--- src/rtl/key_sample_conditioner.sv ---
// key_sample_conditioner
// Conditions a raw, bouncing active-low push-button and a raw slide switch
// into a one-cycle sample strobe plus the sampled data bit, for use as the
// state-update enable and data input of a downstream sequence detector.
// Both raw inputs are asynchronous to clock. Each one passes through a
// two-flop synchronizer before any other logic uses it.
module key_sample_conditioner #(
  parameter int DEBOUNCE_CYCLES = 500000,
  parameter int CNT_W           = 19
) (
  input  logic       clock,
  input  logic       reset,
  input  logic       key_n,
  input  logic       sw_in,
  output logic       sample_valid,
  output logic       sample_bit,
  output logic       key_level,
  output logic [7:0] press_count
);

  // Debouncer states: bit 1 set means the key is debounced as pressed.
  localparam logic [1:0] IDLE_UP   = 2'd0;
  localparam logic [1:0] WAIT_DOWN = 2'd1;
  localparam logic [1:0] HELD      = 2'd2;
  localparam logic [1:0] WAIT_UP   = 2'd3;

  // Terminal count: a level must persist this many counted cycles after the
  // first sighting before the debouncer accepts it.
  localparam logic [CNT_W-1:0] CNT_LAST = CNT_W'(DEBOUNCE_CYCLES - 1);
  localparam logic [CNT_W-1:0] CNT_ZERO = '0;
  localparam logic [CNT_W-1:0] CNT_ONE  = CNT_W'(1);

  // Synchronizer stages. The key chain resets to the released level.
  logic             key_meta_r;
  logic             key_sync_r;
  logic             sw_meta_r;
  logic             sw_sync_r;

  // Debouncer state and counter.
  logic [1:0]       state_r;
  logic [CNT_W-1:0] cnt_r;

  // Next-state values computed combinationally.
  logic [1:0]       state_nxt_s;
  logic [CNT_W-1:0] cnt_nxt_s;
  logic             strobe_s;
  logic             level_nxt_s;

  // Registered output copies.
  logic             sample_valid_r;
  logic             sample_bit_r;
  logic             key_level_r;
  logic [7:0]       press_count_r;

  // Two-flop synchronizers for the asynchronous key and switch inputs.
  always_ff @(posedge clock or posedge reset) begin
    if (reset) begin
      key_meta_r <= 1'b1;
      key_sync_r <= 1'b1;
      sw_meta_r  <= 1'b0;
      sw_sync_r  <= 1'b0;
    end else begin
      key_meta_r <= key_n;
      key_sync_r <= key_meta_r;
      sw_meta_r  <= sw_in;
      sw_sync_r  <= sw_meta_r;
    end
  end

  // Debounce FSM next state. The counter clears on every state change, and a
  // bounce back to the previous level returns to the previous stable state.
  always_comb begin
    state_nxt_s = state_r;
    cnt_nxt_s   = cnt_r;
    strobe_s    = 1'b0;
    case (state_r)
      IDLE_UP: begin
        if (key_sync_r == 1'b0) begin
          state_nxt_s = WAIT_DOWN;
          cnt_nxt_s   = CNT_ZERO;
        end else begin
          state_nxt_s = IDLE_UP;
          cnt_nxt_s   = CNT_ZERO;
        end
      end
      WAIT_DOWN: begin
        if (key_sync_r == 1'b1) begin
          state_nxt_s = IDLE_UP;
          cnt_nxt_s   = CNT_ZERO;
        end else if (cnt_r == CNT_LAST) begin
          state_nxt_s = HELD;
          cnt_nxt_s   = CNT_ZERO;
          strobe_s    = 1'b1;
        end else begin
          state_nxt_s = WAIT_DOWN;
          cnt_nxt_s   = cnt_r + CNT_ONE;
        end
      end
      HELD: begin
        if (key_sync_r == 1'b1) begin
          state_nxt_s = WAIT_UP;
          cnt_nxt_s   = CNT_ZERO;
        end else begin
          state_nxt_s = HELD;
          cnt_nxt_s   = CNT_ZERO;
        end
      end
      WAIT_UP: begin
        if (key_sync_r == 1'b0) begin
          state_nxt_s = HELD;
          cnt_nxt_s   = CNT_ZERO;
        end else if (cnt_r == CNT_LAST) begin
          state_nxt_s = IDLE_UP;
          cnt_nxt_s   = CNT_ZERO;
        end else begin
          state_nxt_s = WAIT_UP;
          cnt_nxt_s   = cnt_r + CNT_ONE;
        end
      end
      default: begin
        state_nxt_s = IDLE_UP;
        cnt_nxt_s   = CNT_ZERO;
      end
    endcase
  end

  // Debounced key level for the next state, so key_level updates together with the state.
  always_comb begin
    if ((state_nxt_s == HELD) || (state_nxt_s == WAIT_UP)) begin
      level_nxt_s = 1'b1;
    end else begin
      level_nxt_s = 1'b0;
    end
  end

  // Debounce state and counter registers.
  always_ff @(posedge clock or posedge reset) begin
    if (reset) begin
      state_r <= IDLE_UP;
      cnt_r   <= CNT_ZERO;
    end else begin
      state_r <= state_nxt_s;
      cnt_r   <= cnt_nxt_s;
    end
  end

  // Output registers: the strobe, the captured switch bit and the press counter
  // all update on the edge that accepts a press.
  always_ff @(posedge clock or posedge reset) begin
    if (reset) begin
      sample_valid_r <= 1'b0;
      sample_bit_r   <= 1'b0;
      key_level_r    <= 1'b0;
      press_count_r  <= 8'd0;
    end else begin
      sample_valid_r <= strobe_s;
      key_level_r    <= level_nxt_s;
      if (strobe_s) begin
        sample_bit_r  <= sw_sync_r;
        press_count_r <= press_count_r + 8'd1;
      end else begin
        sample_bit_r  <= sample_bit_r;
        press_count_r <= press_count_r;
      end
    end
  end

  assign sample_valid = sample_valid_r;
  assign sample_bit   = sample_bit_r;
  assign key_level    = key_level_r;
  assign press_count  = press_count_r;

endmodule
--- config.mk ---
export PLATFORM = sky130hd
export DESIGN_NAME = key_sample_conditioner
export DESIGN_NICKNAME = d
export VERILOG_FILES = /design/src/rtl/key_sample_conditioner.sv
export SDC_FILE = /design/constraint.sdc
export NUM_CORES = 1
export LEC_CHECK = 0
export CAP_MARGIN = 30
export CORE_AREA = 2 2 61 51
export DETAILED_ROUTE_END_ITERATION = 10
export DIE_AREA = 0 0 63 53
export PLACE_DENSITY_LB_ADDON = 0.1
export SYNTH_ARGS = -nofsm -noshare
export SYNTH_HDL_FRONTEND = slang
export SYNTH_SLANG_ARGS = --single-unit
--- constraint.sdc ---
create_clock -name clock -period 4.65 [get_ports clock]
set_clock_uncertainty 0.2 [all_clocks]
set_input_delay 0.465 -clock clock [delete_from_list [all_inputs] [get_ports clock]]
set_output_delay 0.465 -clock clock [all_outputs]
set_load 0.02 [all_outputs]
Word level (Yosys, flattened, before mapping) --
Index checks and enable logic that the tools add are counted.
Word-level totals: register bits 36, input bits 4, output and inout port bits 11, word-level logic and storage cells 36
Operators by class: add/sub/neg operators 2, eq/ne operators 6, multiplexer cells 15, reductions and logical operators 3
Operators with widths (count):
- $mux W19 | 3
- $pmux W19 S3 | 1
- $add A19 B1 Y19 const B | 1
- $eq A19 B19 Y1 const B | 1
- $add A8 B1 Y8 const B | 1
- $eq A2 B2 Y1 const B | 4
- $mux W2 | 4
- $pmux W2 S4 | 1
- $mux W1 | 6
- $eq A2 B1 Y1 const B | 1
- $logic_not A2 Y1 | 1
- $reduce_or A2 Y1 | 1
- $logic_or A1 B1 Y1 | 1

Depth between registers and ports, before layout --
Gate-level depths: netlist (run 1).
word-level depth 7, gate-level depth with buffers 6, mapped depth without buffers 6

Least setup slack after synthesis (run 1) --
Ideal clock, no wire load.
path kind register to register, start register cnt_r[0], end register press_count_r[1] (netlist: press_count[1]), setup time 0.125 ns, data arrival time 1.612 ns, slack 2.713 ns, cell stages (with the launch flop) 6, clock period less this slack 1.937 ns, path through dfrtp_1 -> ha_1 -> and4_4 -> nand3_4 -> nor3_4 -> mux2_2
On the way: longest elaborated chain between the ends 4
Ends and longest elaborated chain:
- start: declaration | RTL line 41 | logic [CNT_W-1:0] cnt_r;
- start signal: assignment | RTL line 143 | cnt_r <= cnt_nxt_s;
- $eq A19 B19 Y1 | RTL line 90 | end else if (cnt_r == CNT_LAST) begin
- $mux W1 | RTL line 90
- $mux W1 | RTL line 87 | if (key_sync_r == 1'b1) begin
- $mux W1 | RTL line 76 | case (state_r)
- end signal: assignment | RTL line 160 | press_count_r <= press_count_r + 8'd1;
- end signal: assignment | RTL line 163 | press_count_r <= press_count_r;
- end: declaration | RTL line 53 | logic [7:0] press_count_r;
Every way passes these cells. A chain may end at the register's enable or synchronous reset.

Worst setup path in the final report (run 1) --
start register cnt_r[0], end register cnt_r[2]
On the way: longest elaborated chain between the ends 4, elaborated cells on any way between the ends 6, those cells by class 1 x add/sub; 1 x eq/ne; 4 x mux
Ends and longest elaborated chain:
- $add A19 B1 Y19 / $eq A19 B19 Y1 (equally long branches)
- $mux W19 (*) | RTL line 90, 112
- $mux W19, on equally long branches | RTL line 109, 87
- $pmux W19 S3 (*) | RTL line 76
- net cnt_nxt_s[2] | RTL line 45 | logic [CNT_W-1:0] cnt_nxt_s;
Mark *: on every way through the listed nets, which the timed path passes. The rest lies on a longest branch.

==> flow_metrics.env, run 1 <==
export IMPL_ys_top_cells_by_area="dfrtp_1 (54%), xor2_1 (7.7%), xnor2_1 (6.1%)"
export IMPL_avgRoutedWirePerCell_um=12.4
export IMPL_vias=1033
export IMPL_fmax_ghz=0.469
export IMPL_detail_route_antenna_nets=0
export IMPL_syn_area_um2=1590
export IMPL_boundaryPins=15
export IMPL_grt_pass1_wl_um=4400
export IMPL_worst_slew_pin_slew_ps=779
export IMPL_finalHoldViolCount=0
export IMPL_die_height_um=53
export IMPL_cts_resized=0
export IMPL_arrival_ps=2120
export IMPL_finalSetupViolCount=0
export IMPL_dp_hpwl_um=1730
export IMPL_yosysWarningCount=0
export IMPL_netlist_area_leader_share_pct=53.7
export IMPL_grt_pass1_vias=1015
export IMPL_nets=164
export IMPL_tritoncts="yes"
export IMPL_utilization_pct=69.2
export IMPL_period_minus_slack_ps=2130
export IMPL_wl_um=2430
export IMPL_async_flop_share_pct=100
export IMPL_power_density_nw_per_um2=306
export IMPL_cts_buffer_depth=2
export IMPL_synth_most_common_cell="dfrtp_1"
export IMPL_ys_ff_latch=36
export IMPL_vias_per_cell=5.24
export IMPL_cp_start_kind="register"
export IMPL_diodes=0
export IMPL_num_rows=17
export IMPL_worst_path_max_fanout=19
export IMPL_grt_usage_pct=17.8
export IMPL_coreArea_um2=2700
export IMPL_worstHoldPathType="reg -> reg"
export IMPL_cap_violations=0
export IMPL_cts_sinks=36
export IMPL_cp_end_kind="register"
export IMPL_p_leak_nw=0.841
export IMPL_rsz0062_at_grt="no"
export IMPL_seqCellArea_um2=903
export IMPL_synth_edf_count=0
export IMPL_outcome="finished clean"
export IMPL_required_ps=4630
export IMPL_hold_slack_ps=161
export IMPL_maxSlewHeadroom_pct=47.9
export IMPL_drv_slew=0
export IMPL_finalCritPeriodShare_pct=45.9
export IMPL_drt_iter0_markers=37
export IMPL_drc=0
export IMPL_post_place_ws_ps=2510
export IMPL_synth_main_ff_cell="dfrtp_1"
export IMPL_antenna_found_initial=0
export IMPL_grt_max_degree=37
export IMPL_setup_ws_ps=2520
export IMPL_syn_nets=143
export IMPL_die_x_um=63
export IMPL_timing_setup_tns_ps=0
export IMPL_dieArea_um2=3340
export IMPL_start_util_pct=58.7
export IMPL_cts_buffers_inserted=5
export IMPL_multi_input_area_um2=662
export IMPL_gp_congestion=0.807
export IMPL_ctsHtreeMaxLevel=2
export IMPL_synthCells=137
export IMPL_drive_gt1_share_pct=11.9
export IMPL_synth_avg_cell_area_um2=11.6
export IMPL_netlist_top_cells_count="dfrtp_1 (34), nor2_1 (22), xor2_1 (14), xnor2_1 (11), nand2_1 (9)"
export IMPL_yosysSeqAreaShare_pct=57.0
export IMPL_dr_pass1_iters=4
export IMPL_synth_top_cell_by_area="dfrtp_1"
export IMPL_path_class="reg -> reg"
export IMPL_overflow=0
export IMPL_postCtsSetupBuffers=0
export IMPL_cts_root_buf="clkbuf_4"
export IMPL_peakVddDrop_mv=0.213
export IMPL_hold_buffers=0
export IMPL_ys_types=24
export IMPL_clkTransAtPathRegs_ps=100
export IMPL_areaGrowthSynthToFinish_pct=18.0
export IMPL_fillers=205
export IMPL_numPortBuffers=14
export IMPL_clkLatencyLatePin_ps=330
[area by class of cell]
class	instances	area share, %
timing repair buffer	15	7.89
tap	38	2.54
inverter	4	0.803
clock buffer	7	3.48
sequential	36	48.3
clock inverter	1	1.61
multi-input combinational	96	35.4
[placed cells by master, fill, tap and decap left out]
cell | netlist | layout
nand3_4 | 1 | 1
nand3_1 | 7 | 7
bufinv_16 | 0 | 1
dfstp_2 | 2 | 2
clkbuf_8 | 0 | 2
mux2_2 | 2 | 2
clkbuf_4 | 0 | 5
and4bb_2 | 1 | 1
mux2i_1 | 2 | 2
o211ai_2 | 1 | 1
and4b_1 | 1 | 1
nor3_1 | 4 | 4
nand4_1 | 7 | 7
inv_1 | 4 | 4
dfrtp_1 | 34 | 34
and2_1 | 3 | 3
xor2_1 | 14 | 14
nor3b_4 | 1 | 1
and4_4 | 1 | 1
buf_4 | 0 | 1
ha_1 | 2 | 2
nand2_1 | 9 | 9
clkdlybuf4s50_1 | 0 | 14
and3_1 | 4 | 4
nor3_4 | 1 | 1
nor2_1 | 22 | 22
and4_1 | 2 | 2
xnor2_1 | 11 | 11
[path summary, 6_finish.rpt]
kind / end / depth (start not counted) / from / slack [ps]
min: sw_sync_r / 0 / sw_meta_r / 160
max: cnt_r[2] / 5 / cnt_r[0] / 2520
min in group asynchronous: sw_sync_r / 3 / reset / 320
max reg2reg: cnt_r[2] / 5 / cnt_r[0] / 2520
min reg2reg: sw_sync_r / 0 / sw_meta_r / 160
max in group asynchronous: key_sync_r / 3 / reset / 3580
[flip-flops by register name, summed over array words and instances, names as in the netlist]
name / flops
press_count: 8
key_level: 1
sample_valid: 1
key_meta_r: 1
state_r: 2
key_sync_r: 1
sw_sync_r: 1
sample_bit: 1
cnt_r: 19
sw_meta_r: 1
[cells by family (layout without fill, tap and decap cells)]
family	count (synthesis)	after routing	share of synthesized area [%]
buffers and inverters	5	27	1.26
muxes	4	4	2.68
adders and majority gates	2	2	1.58
DFF	36	36	57.0
and+or+nand+nor	64	64	22.9
xor gates and xnor gates	25	25	13.8
AOI/OAI and AO/OA	1	1	0.789
[critical path, stage by stage, from the launching register on]
cell	delay [ps]
dfrtp_1	400
ha_1	240
and4_4	280
nand3_4	100
o211ai_2	660
nor2_1	120
[metal layers]
layer / global-route usage [%] / vias up / wire, um
met5: 0 / - / 0
met4: 7.41 / 0 / 10
met3: 5.96 / 2 / 81
met2: 26.6 / 15 / 1080
met1: 23.9 / 513 / 1260
li1: - / 503 / -
[through the flow]
step	cells	area [um^2]	total power, mW
after floorplan	137	1590	0.334
after global placement	189	1780	0.339
after detailed placement	189	1780	0.340
after CTS	197	1870	0.581
after global routing	197	1870	0.599
final	197	1870	0.573
[power breakdown]
| part | switching (mW) | leakage, nW | internal [mW] |
|---|---|---|---|
| logic | 0.00998 | 0.302 | 0.00447 |
| clock network | 0.0969 | 0.0515 | 0.143 |
| registers | 0.00205 | 0.488 | 0.317 |
Power figures use the tool's default switching activity.
==> inputs of run 2 (changes only) <==
Settings changed: CORE_AREA 2 2 61 51 to 2 2 66 56, DIE_AREA 0 0 63 53 to 0 0 68 58.
Clock period 4.65 ns to 1.8 ns, I/O delays scaled along.
==> run 2 against run 1 <==
Effect of this change: the run now ends with negative setup slack left; sequential power rose to 2.6 times the previous value; fmax increased by 17%; highest routed layer unchanged; via count rose by 7.3%; cell count grew 11%; register-to-register slack worse by 2500 ps.
==> flow_metrics.env, run 2 (synthesized netlist as in run 1, its figures left out) <==
export IMPL_cts_root_buf="clkbuf_8"
export IMPL_utilization_pct=64.2
export IMPL_setup_ws_ps=-25.5
export IMPL_gp_congestion=0.779
export IMPL_dieArea_um2=3940
export IMPL_wl_um=3010
export IMPL_avgRoutedWirePerCell_um=13.7
export IMPL_ctsHtreeMaxLevel=2
export IMPL_layout_commonest_cell="dfrtp_1"
export IMPL_finalHoldViolCount=0
export IMPL_cts_buffer_depth=2
export IMPL_vias_per_cell=5.06
export IMPL_worstHoldPathType="in -> async"
export IMPL_power_density_nw_per_um2=692
export IMPL_outcome="finished, violations left"
export IMPL_violations="negative setup slack"
export IMPL_worst_slew_pin_slew_ps=286
export IMPL_grt_usage_pct=16.7
export IMPL_tritoncts="yes"
export IMPL_rsz0062_at_grt="yes"
export IMPL_met3_length_um=125
export IMPL_hold_slack_ps=50.9
export IMPL_cp_end_kind="register"
export IMPL_die_height_um=58
export IMPL_finalCritPeriodShare_pct=101
export IMPL_start_util_pct=48.3
export IMPL_nets=182
export IMPL_overflow=0
export IMPL_wl_met2_um=1380
export IMPL_grt_max_degree=37
export IMPL_cts_buffers_inserted=5
export IMPL_areaGrowthSynthToFinish_pct=32.9
export IMPL_drt_iter0_markers=59
export IMPL_postLayoutCellArea_um2=2110
export IMPL_total_power_mw=1.46
export IMPL_fmax_ghz=0.548
export IMPL_die_x_um=68
export IMPL_peakVddDrop_mv=0.481
export IMPL_finalSetupViolCount=10
export IMPL_drv_slew=0
export IMPL_period_minus_slack_ps=1830
export IMPL_clkTransAtPathRegs_ps=70
export IMPL_boundaryPins=15
export IMPL_dp_hpwl_um=1970
export IMPL_cts_sinks=36
export IMPL_cap_violations=0
export IMPL_grt_pass1_vias=1039
export IMPL_maxSlewHeadroom_pct=80.8
export IMPL_wl_met1_um=1480
export IMPL_dr_pass1_iters=4
export IMPL_mostFrequentLayoutCells="dfrtp_1 (34), nor2_1 (17), xor2_1 (14), clkdlybuf4s50_1 (14), buf_4 (13)"
export IMPL_detail_route_antenna_nets=0
export IMPL_worst_path_max_fanout=5
export IMPL_num_rows=19
export IMPL_drc=0
export IMPL_drive_gt1_share_pct=24.3
export IMPL_regMostFlops="cnt_r"
export IMPL_cp_start_kind="register"
export IMPL_required_ps=1770
export IMPL_clkLatencyLatePin_ps=280
export IMPL_antenna_found_initial=0
export IMPL_numPortBuffers=14
export IMPL_p_leak_nw=0.953
export IMPL_timing_setup_tns_ps=-124
export IMPL_routed_top_layer="met4"
export IMPL_grt_pass1_wl_um=4800
export IMPL_arrival_ps=1790
export IMPL_largest_reg_flops=19
export IMPL_coreArea_um2=3280
export IMPL_place_area_um2=1950
export IMPL_path_class="reg -> reg"
export IMPL_vias=1108
export IMPL_diodes=0
==> run 2: cell types whose count changed in the layout (fill, tap and decap cells not counted), sizes merged <==
cell | before | now
buf | 1 | 18
clkbuf | 7 | 9
bufinv | 1 | 0
==> run 2: critical path: stages, from the launching register on <==
cell       delay [ps]
dfrtp_1           380
ha_2              190
and4_4            230
nand3_4            80
buf_6             140
o211ai_4          250
clkbuf_16         200
nor2_1             40
==> run 2: per-layer routing <==
| metal | vias to the layer above | global-route usage (%) |
|---|---|---|
| met5 | - | 0 |
| met4 | 0 | 6.86 |
| met3 | 2 | 4.66 |
| met2 | 24 | 24.0 |
| met1 | 542 | 23.9 |
| li1 | 540 | - |
==> run 2: repair_timing <==
item	in CTS	in global routing
resized for setup	0	8
hold buffers	0	0
buffers inserted	0	1
endpoints found under the setup margin	0	25
==> run 2: final cells by class <==
type | instances | area (um^2)
multi-input cells | 96 | 701
clock buffers | 8 | 90.1
well taps | 42 | 52.6
fillers | 248 | 1170
flip-flops and latches | 36 | 903
repair buffers | 33 | 345
inverters | 4 | 15.0
==> run 2: through the flow <==
stage | setup slack, ps | cells
3_3_place_gp | 48.9 | 208
3_5_place_dp | 22.1 | 208
6_report | -25.5 | 219
2_1_floorplan | -37.4 | 137
4_1_cts | 13.2 | 216
5_1_grt | -78.6 | 219
==> run 2: final timing paths <==
path,end,depth (start not counted),slack (ps),from
setup / recovery,cnt_r[14],7,-30,cnt_r[1]
hold / removal,key_level,3,50,reset
setup reg to reg,cnt_r[14],7,-30,cnt_r[1]
hold reg to reg,key_sync_r,0,160,key_meta_r
max in group asynchronous,key_sync_r,3,1110,reset
min in group clock,key_meta_r,1,100,key_n
==> run 2: power by group <==
group / switching, mW / total [mW] / leakage (nW) / internal [mW]
clock network: 0.259 / 0.571 / 0.0455 / 0.312
logic: 0.0347 / 0.0639 / 0.419 / 0.0292
registers: 0.00548 / 0.824 / 0.488 / 0.819
